### src/rtl/picorv32_pcpi_div_multi.sv
// PCPI divide/remainder co-processor for the RV M extension (DIV, DIVU, REM, REMU).
// Restoring division that resolves STEPS quotient bits per cycle.
// Zero divisor, signed overflow and |rs1| < |rs2| finish straight from LOAD.
//
//  state | meaning
//  ------+------------------------------------------------------------
//  IDLE  | waiting for a matching instruction on the PCPI bus
//  LOAD  | operands sampled, magnitudes taken, special cases resolved
//  RUN   | restoring division, cnt counts down the remaining cycles
//  DONE  | one-cycle ready/wr pulse carrying the result
module picorv32_pcpi_div_multi #(
    parameter int XLEN      = 32,
    parameter int STEPS     = 1,
    parameter int EARLY_OUT = 1
) (
    input  logic            clk,
    input  logic            resetn,
    input  logic            pcpi_valid,
    input  logic [31:0]     pcpi_insn,
    input  logic [XLEN-1:0] pcpi_rs1,
    input  logic [XLEN-1:0] pcpi_rs2,
    output logic            pcpi_wr,
    output logic [XLEN-1:0] pcpi_rd,
    output logic            pcpi_wait,
    output logic            pcpi_ready
);
    localparam int NCYC = XLEN / STEPS;
    localparam int CW   = $clog2(NCYC + 1);
    localparam int DW   = 2 * XLEN - 1;
    localparam logic [XLEN-1:0] MIN_VAL = {1'b1, {(XLEN-1){1'b0}}};

    typedef enum logic [1:0] {IDLE, LOAD, RUN, DONE} state_t;

    state_t          state, state_nx;
    logic [1:0]      op_q;
    logic            neg_q, neg_r;
    logic [XLEN-1:0] dividend, quotient, mask;
    logic [DW-1:0]   divisor;
    logic [CW-1:0]   cnt;
    logic [XLEN-1:0] rd_nx;

    logic            insn_match, op_signed, op_rem;
    logic [XLEN-1:0] abs1, abs2, spec_res, run_res;
    logic            rs2_zero, ovf, early, special;
    logic [XLEN-1:0] st_dividend, st_quot, st_mask;
    logic [DW-1:0]   st_divisor;
    logic            unused_insn_bits;

    assign insn_match = (pcpi_insn[6:0] == 7'b0110011) && (pcpi_insn[31:25] == 7'b0000001)
                        && pcpi_insn[14];
    assign unused_insn_bits = ^{pcpi_insn[24:15], pcpi_insn[11:7]};
    assign op_signed = ~op_q[0];
    assign op_rem    = op_q[1];

    // Operand magnitudes and the cases that need no iteration; |MIN| stays unsigned 2^(XLEN-1).
    always_comb begin
        abs1     = (op_signed && pcpi_rs1[XLEN-1]) ? -pcpi_rs1 : pcpi_rs1;
        abs2     = (op_signed && pcpi_rs2[XLEN-1]) ? -pcpi_rs2 : pcpi_rs2;
        rs2_zero = (pcpi_rs2 == '0);
        ovf      = op_signed && (pcpi_rs1 == MIN_VAL) && (pcpi_rs2 == '1);
        early    = (EARLY_OUT != 0) && (abs1 < abs2);
        special  = rs2_zero || ovf || early;
        if (rs2_zero)
            spec_res = op_rem ? pcpi_rs1 : '1;
        else if (ovf)
            spec_res = op_rem ? '0 : MIN_VAL;
        else
            spec_res = op_rem ? pcpi_rs1 : '0;
    end

    // STEPS chained restoring steps per RUN cycle, then the sign fix of the final result.
    always_comb begin
        st_dividend = dividend;
        st_divisor  = divisor;
        st_quot     = quotient;
        st_mask     = mask;
        for (int i = 0; i < STEPS; i++) begin
            if (st_divisor <= {{(XLEN-1){1'b0}}, st_dividend}) begin
                st_dividend = st_dividend - st_divisor[XLEN-1:0];
                st_quot     = st_quot | st_mask;
            end
            st_divisor = st_divisor >> 1;
            st_mask    = st_mask >> 1;
        end
        if (op_rem)
            run_res = neg_r ? -st_dividend : st_dividend;
        else
            run_res = neg_q ? -st_quot : st_quot;
    end

    // Next-state and next output value; a dropped pcpi_valid aborts LOAD and RUN.
    always_comb begin
        state_nx = state;
        rd_nx    = '0;
        case (state)
            IDLE: if (pcpi_valid && insn_match && !pcpi_ready) state_nx = LOAD;
            LOAD: begin
                if (!pcpi_valid) begin
                    state_nx = IDLE;
                end else if (special) begin
                    state_nx = DONE;
                    rd_nx    = spec_res;
                end else begin
                    state_nx = RUN;
                end
            end
            RUN: begin
                if (!pcpi_valid) begin
                    state_nx = IDLE;
                end else if (cnt == CW'(1)) begin
                    state_nx = DONE;
                    rd_nx    = run_res;
                end
            end
            DONE: state_nx = IDLE;
            default: state_nx = IDLE;
        endcase
    end

    // State register and registered bus outputs, all decoded from the next state.
    always_ff @(posedge clk) begin
        if (!resetn) begin
            state      <= IDLE;
            pcpi_wait  <= 1'b0;
            pcpi_ready <= 1'b0;
            pcpi_wr    <= 1'b0;
            pcpi_rd    <= '0;
        end else begin
            state      <= state_nx;
            pcpi_wait  <= (state_nx == LOAD) || (state_nx == RUN);
            pcpi_ready <= (state_nx == DONE);
            pcpi_wr    <= (state_nx == DONE);
            pcpi_rd    <= rd_nx;
        end
    end

    // Division datapath: op latch at accept, operand setup in LOAD, iteration in RUN.
    always_ff @(posedge clk) begin
        if (!resetn) begin
            op_q     <= '0;
            neg_q    <= 1'b0;
            neg_r    <= 1'b0;
            dividend <= '0;
            divisor  <= '0;
            quotient <= '0;
            mask     <= '0;
            cnt      <= '0;
        end else begin
            case (state)
                IDLE: if (pcpi_valid && insn_match && !pcpi_ready) op_q <= pcpi_insn[13:12];
                LOAD: begin
                    dividend <= abs1;
                    divisor  <= {abs2, {(XLEN-1){1'b0}}};
                    quotient <= '0;
                    mask     <= MIN_VAL;
                    cnt      <= CW'(NCYC);
                    neg_q    <= (op_q == 2'b00) && (pcpi_rs1[XLEN-1] != pcpi_rs2[XLEN-1]);
                    neg_r    <= (op_q == 2'b10) && pcpi_rs1[XLEN-1];
                end
                RUN: begin
                    dividend <= st_dividend;
                    divisor  <= st_divisor;
                    quotient <= st_quot;
                    mask     <= st_mask;
                    cnt      <= cnt - CW'(1);
                end
                default: ;
            endcase
        end
    end
endmodule

### config.mk
export PLATFORM = sky130hd
export DESIGN_NAME = picorv32_pcpi_div_multi
export DESIGN_NICKNAME = d
export VERILOG_FILES = /design/src/rtl/picorv32_pcpi_div_multi.sv
export SDC_FILE = /design/constraint.sdc
export NUM_CORES = 1
export LEC_CHECK = 0
export ABC_AREA = 1
export BUFFER_PORTS_ARGS = -buffer_cell sky130_fd_sc_hd__clkbuf_2
export CELL_PAD_IN_SITES_DETAIL_PLACEMENT = 0
export CELL_PAD_IN_SITES_GLOBAL_PLACEMENT = 1
export CORE_ASPECT_RATIO = 1.4
export CORE_MARGIN = 5
export CORE_UTILIZATION = 40
export CTS_BUF_LIST = sky130_fd_sc_hd__clkbuf_8
export CTS_CLUSTER_SIZE = 28
export DETAILED_ROUTE_END_ITERATION = 8
export GPL_TIMING_DRIVEN = 0
export HOLD_SLACK_MARGIN = 0.06
export PLACE_DENSITY_LB_ADDON = 0.1
export SYNTH_ARGS = -nofsm -noshare
export SYNTH_HDL_FRONTEND = slang
export SYNTH_SLANG_ARGS = --single-unit
### constraint.sdc
create_clock -name clk -period 6.35 [get_ports clk]
set_clock_uncertainty 0.2 [all_clocks]
set_input_delay 1.27 -clock clk [delete_from_list [all_inputs] [get_ports clk]]
set_output_delay 1.27 -clock clk [all_outputs]
set_load 0.01 [all_outputs]
==> impl_metrics.tcl <==
set metrics [dict create \
    period_needed_ns 5.836 \
    core_area_sq_um 40390 \
    synth_area_sq_um 16340 \
    setup_ws_ns 0.5141 \
    crit_required_ns 6.63 \
    power_frac_seq_pct 41.9 \
    final_cells 3338 \
    vdd_ir_drop_max_v 0.0002057 \
    drc_errors 0 \
    ys_warn_count 0 \
    hold_viol 0 \
    placed_cells 3269 \
    yosys-top-cells-area "dfxtp_1, nand2_1, ha_1" \
    finalSetupViolations 0 \
    syn_inst 2617 \
    fmax_mhz 171.4 \
    hold_depth 1 \
    slew_viol_final 0 \
    worstSetupPathType "input pin to register" \
    gp_congestion 1.015 \
    hp-class "register to register" \
    critPathArrivalTime_ns 6.12 \
    grt_setup_unrepaired "false" \
    yosysTopAreaCell "dfxtp_1" \
    grt_pass1_vias 17573 \
    p_leak_nw 8.460 \
    io_buffer_count 118 \
    synth_top_cell_area_share_pct 25.12 \
    wl_met3_mm 3.962 \
    fin_crit_sh_pct 91.90 \
    p_comb_share_pct 13.5 \
    die_h_um 249.1 \
    overflow 0 \
    p_per_area_nw_per_um2 167.3 \
    cts.sinks 205 \
    drt-total-wl_mm 72.86 \
    mostFrequentLayoutCells "nand2_1, inv_1, nor2_1" \
    wl_met2_mm 35.98 \
    p_int_mw 2.141 \
    p_sw_mw 0.9326 \
    ant_nets 0 \
    chipWidth_um 180.8 \
    dpl.hpwl_mm 60.38 \
    ctsLongestPathBuffers 3 \
    vias_per_cell 5.468 \
    top_layer_used "met5" \
    synth-seq-area-share_pct 25.12 \
    cts_tree "yes" \
    layout_commonest_cell "nand2_1" \
    wl_per_cell_um 21.83 \
    critPathCaptureType "register" \
    post-place-ws_ns -0.1611 \
    sw_frac_of_total_pct 30.34 \
    numCtsBuffers 37 \
    timing.hold.ws_ns 0.2483 \
    finalInstanceArea_sq_um 18370 \
    rr_worst_depth 18 \
    routed-via-count 18251 \
    antenna_found_initial 2 \
    die_area_sq_um 45040 \
    path_max_fanout 10 \
    cp-start-kind "input pin" \
    outcome "finished, final reports clean" \
    track_usage_pct 30.84 \
    ys_ff_latch 205 \
    grt_first_pass_wirelength_mm 107.5 \
    grt_max_degree 11 \
    drt_iter0_drc 1456 \
    root_buffer "clkbuf_8" \
    area_growth_pct 12.45 \
    worst_pin_slew_ns 1.370 \
    h-tree-depth 2 \
    start_util_pct 40.45 \
    met1_length_mm 28.86 \
    cts_setup_buffers 0 \
    ys.flop_type "dfxtp_1" \
    relSlewSlack_pct 8.681 \
    power.total_mw 3.074 \
    fp-row-count 87 \
    placement.cell_area_sq_um 17590 \
    synthesis.nets 2822 \
    drive_above_1_share_pct 9.782 \
    clkTransAtPathRegs_ns 0.06 \
    synth_area_per_cell_sq_um 6.242 \
    final_util_pct 45.49 \
    nets 2979 \
    cap_violations 0 \
    clk_latency_ns 0.58 \
    clock_power_share_pct 44.6 \
    yosys.cell_types.count 57 \
    synth_edf_count 0 \
    drtPass1Iterations 8 \
    async_flop_share_pct 0 \
    fin_setup_tns_ns 0 \
    ioPinCount 134 \
]
worst max-delay path, cell delays in order:
cell and delay, ns:
clkbuf_2 0.11, nor3_1 0.23, nand2_1 0.10, nor3_1 0.28, nand3_1 0.15, nor3_1 0.22, nand2_1 0.12, nor3_1 0.23
nand2_1 0.14, nor2_1 0.23, nand2_1 0.21, o21ai_1 0.25, o21ai_0 0.14, xor2_1 0.20, ha_1 0.33, nand2_1 0.10
nor2_1 0.05, a211oi_1 0.22, o221ai_1 0.16, a21oi_1 0.14, nand2_1 0.06, nand3_1 0.30, buf_2 0.29, nand4_1 0.26
a21oi_1 0.30
synthesized netlist by cell type (9+ instances only):
cell type and instances:
a31oi_1 30, nand4_1 71, xor2_1 71, nand2_1 718, or2_2 13, a22oi_1 10
nand2_2 25, ha_1 105, o22ai_1 16, a21o_1 9, o21ai_0 86, nand3_1 193
nor2_2 9, o21a_1 13, clkbuf_1 77, a21oi_1 216, dfxtp_1 205, nor3_1 39
buf_1 12, nor2_1 225, inv_1 327, a211oi_1 29
final cells by class:
class / count / area (sq um)
antenna: 3 / 7.507
buffer: 107 / 496.7
clock buffer: 41 / 564.3
fill: 4460 / 22010
sequential: 205 / 4104
tap: 534 / 668.1
inverter: 337 / 1265
timing repair buffer: 118 / 590.6
clock inverter: 25 / 202.7
multi-input combinational: 1968 / 10470
logic make-up after synthesis:
| family | Yosys count | share of synthesized area, % |
|---|---|---|
| xor gates and xnor gates | 78 | 4.182 |
| DFF | 205 | 25.12 |
| adders and majority gates | 106 | 8.165 |
| and+or+nand+nor | 1327 | 35.29 |
| buffers and inverters | 444 | 10.78 |
| AOI/OAI and AO/OA | 457 | 16.47 |
registers in the layout, indices dropped and copies added, names as in the netlist:
signal and count:
dividend 32, mask 32, pcpi_wait 1, divisor 63, cnt 6, op_q 2
pcpi_ready 1, quotient 32, neg_r 1, pcpi_rd 32, state 2, neg_q 1
power by group through the flow:
stage          clock network [mW]  registers (mW)  logic (mW)
3_3_place_gp                    0            1.32       0.404
2_1_floorplan                   0            1.32       0.255
4_1_cts                      1.40            1.29       0.411
5_1_grt                      1.44            1.29       0.459
3_5_place_dp                    0            1.32       0.410
6_report                     1.37            1.29       0.415
per-layer routing:
layer | GRT usage (%) | up-vias
li1 | - | 8884
met1 | 35.97 | 8521
met2 | 55.37 | 659
met3 | 4.514 | 185
met4 | 14.16 | 2
met5 | 0 | -
path summary, 6_finish.rpt:
path	start	end	slack, ns
worst max-delay path	pcpi_rs1[2]	pcpi_rd[9]$_SDFF_PN0_	0.51
worst min register to register	cnt[4]$_SDFFE_PN0P_	cnt[4]$_SDFFE_PN0P_	0.25
worst max register to register	op_q[0]$_SDFFE_PN0P_	pcpi_rd[9]$_SDFF_PN0_	1.15
worst min-delay path	cnt[4]$_SDFFE_PN0P_	cnt[4]$_SDFFE_PN0P_	0.25
timing repair:
item / 4_1_cts / 5_1_grt
endpoints found under the setup margin: 0 / 7
gates resized for setup: 0 / 3
hold buffers: 0 / 0
No activity file was read; power rests on OpenSTA's default activity.
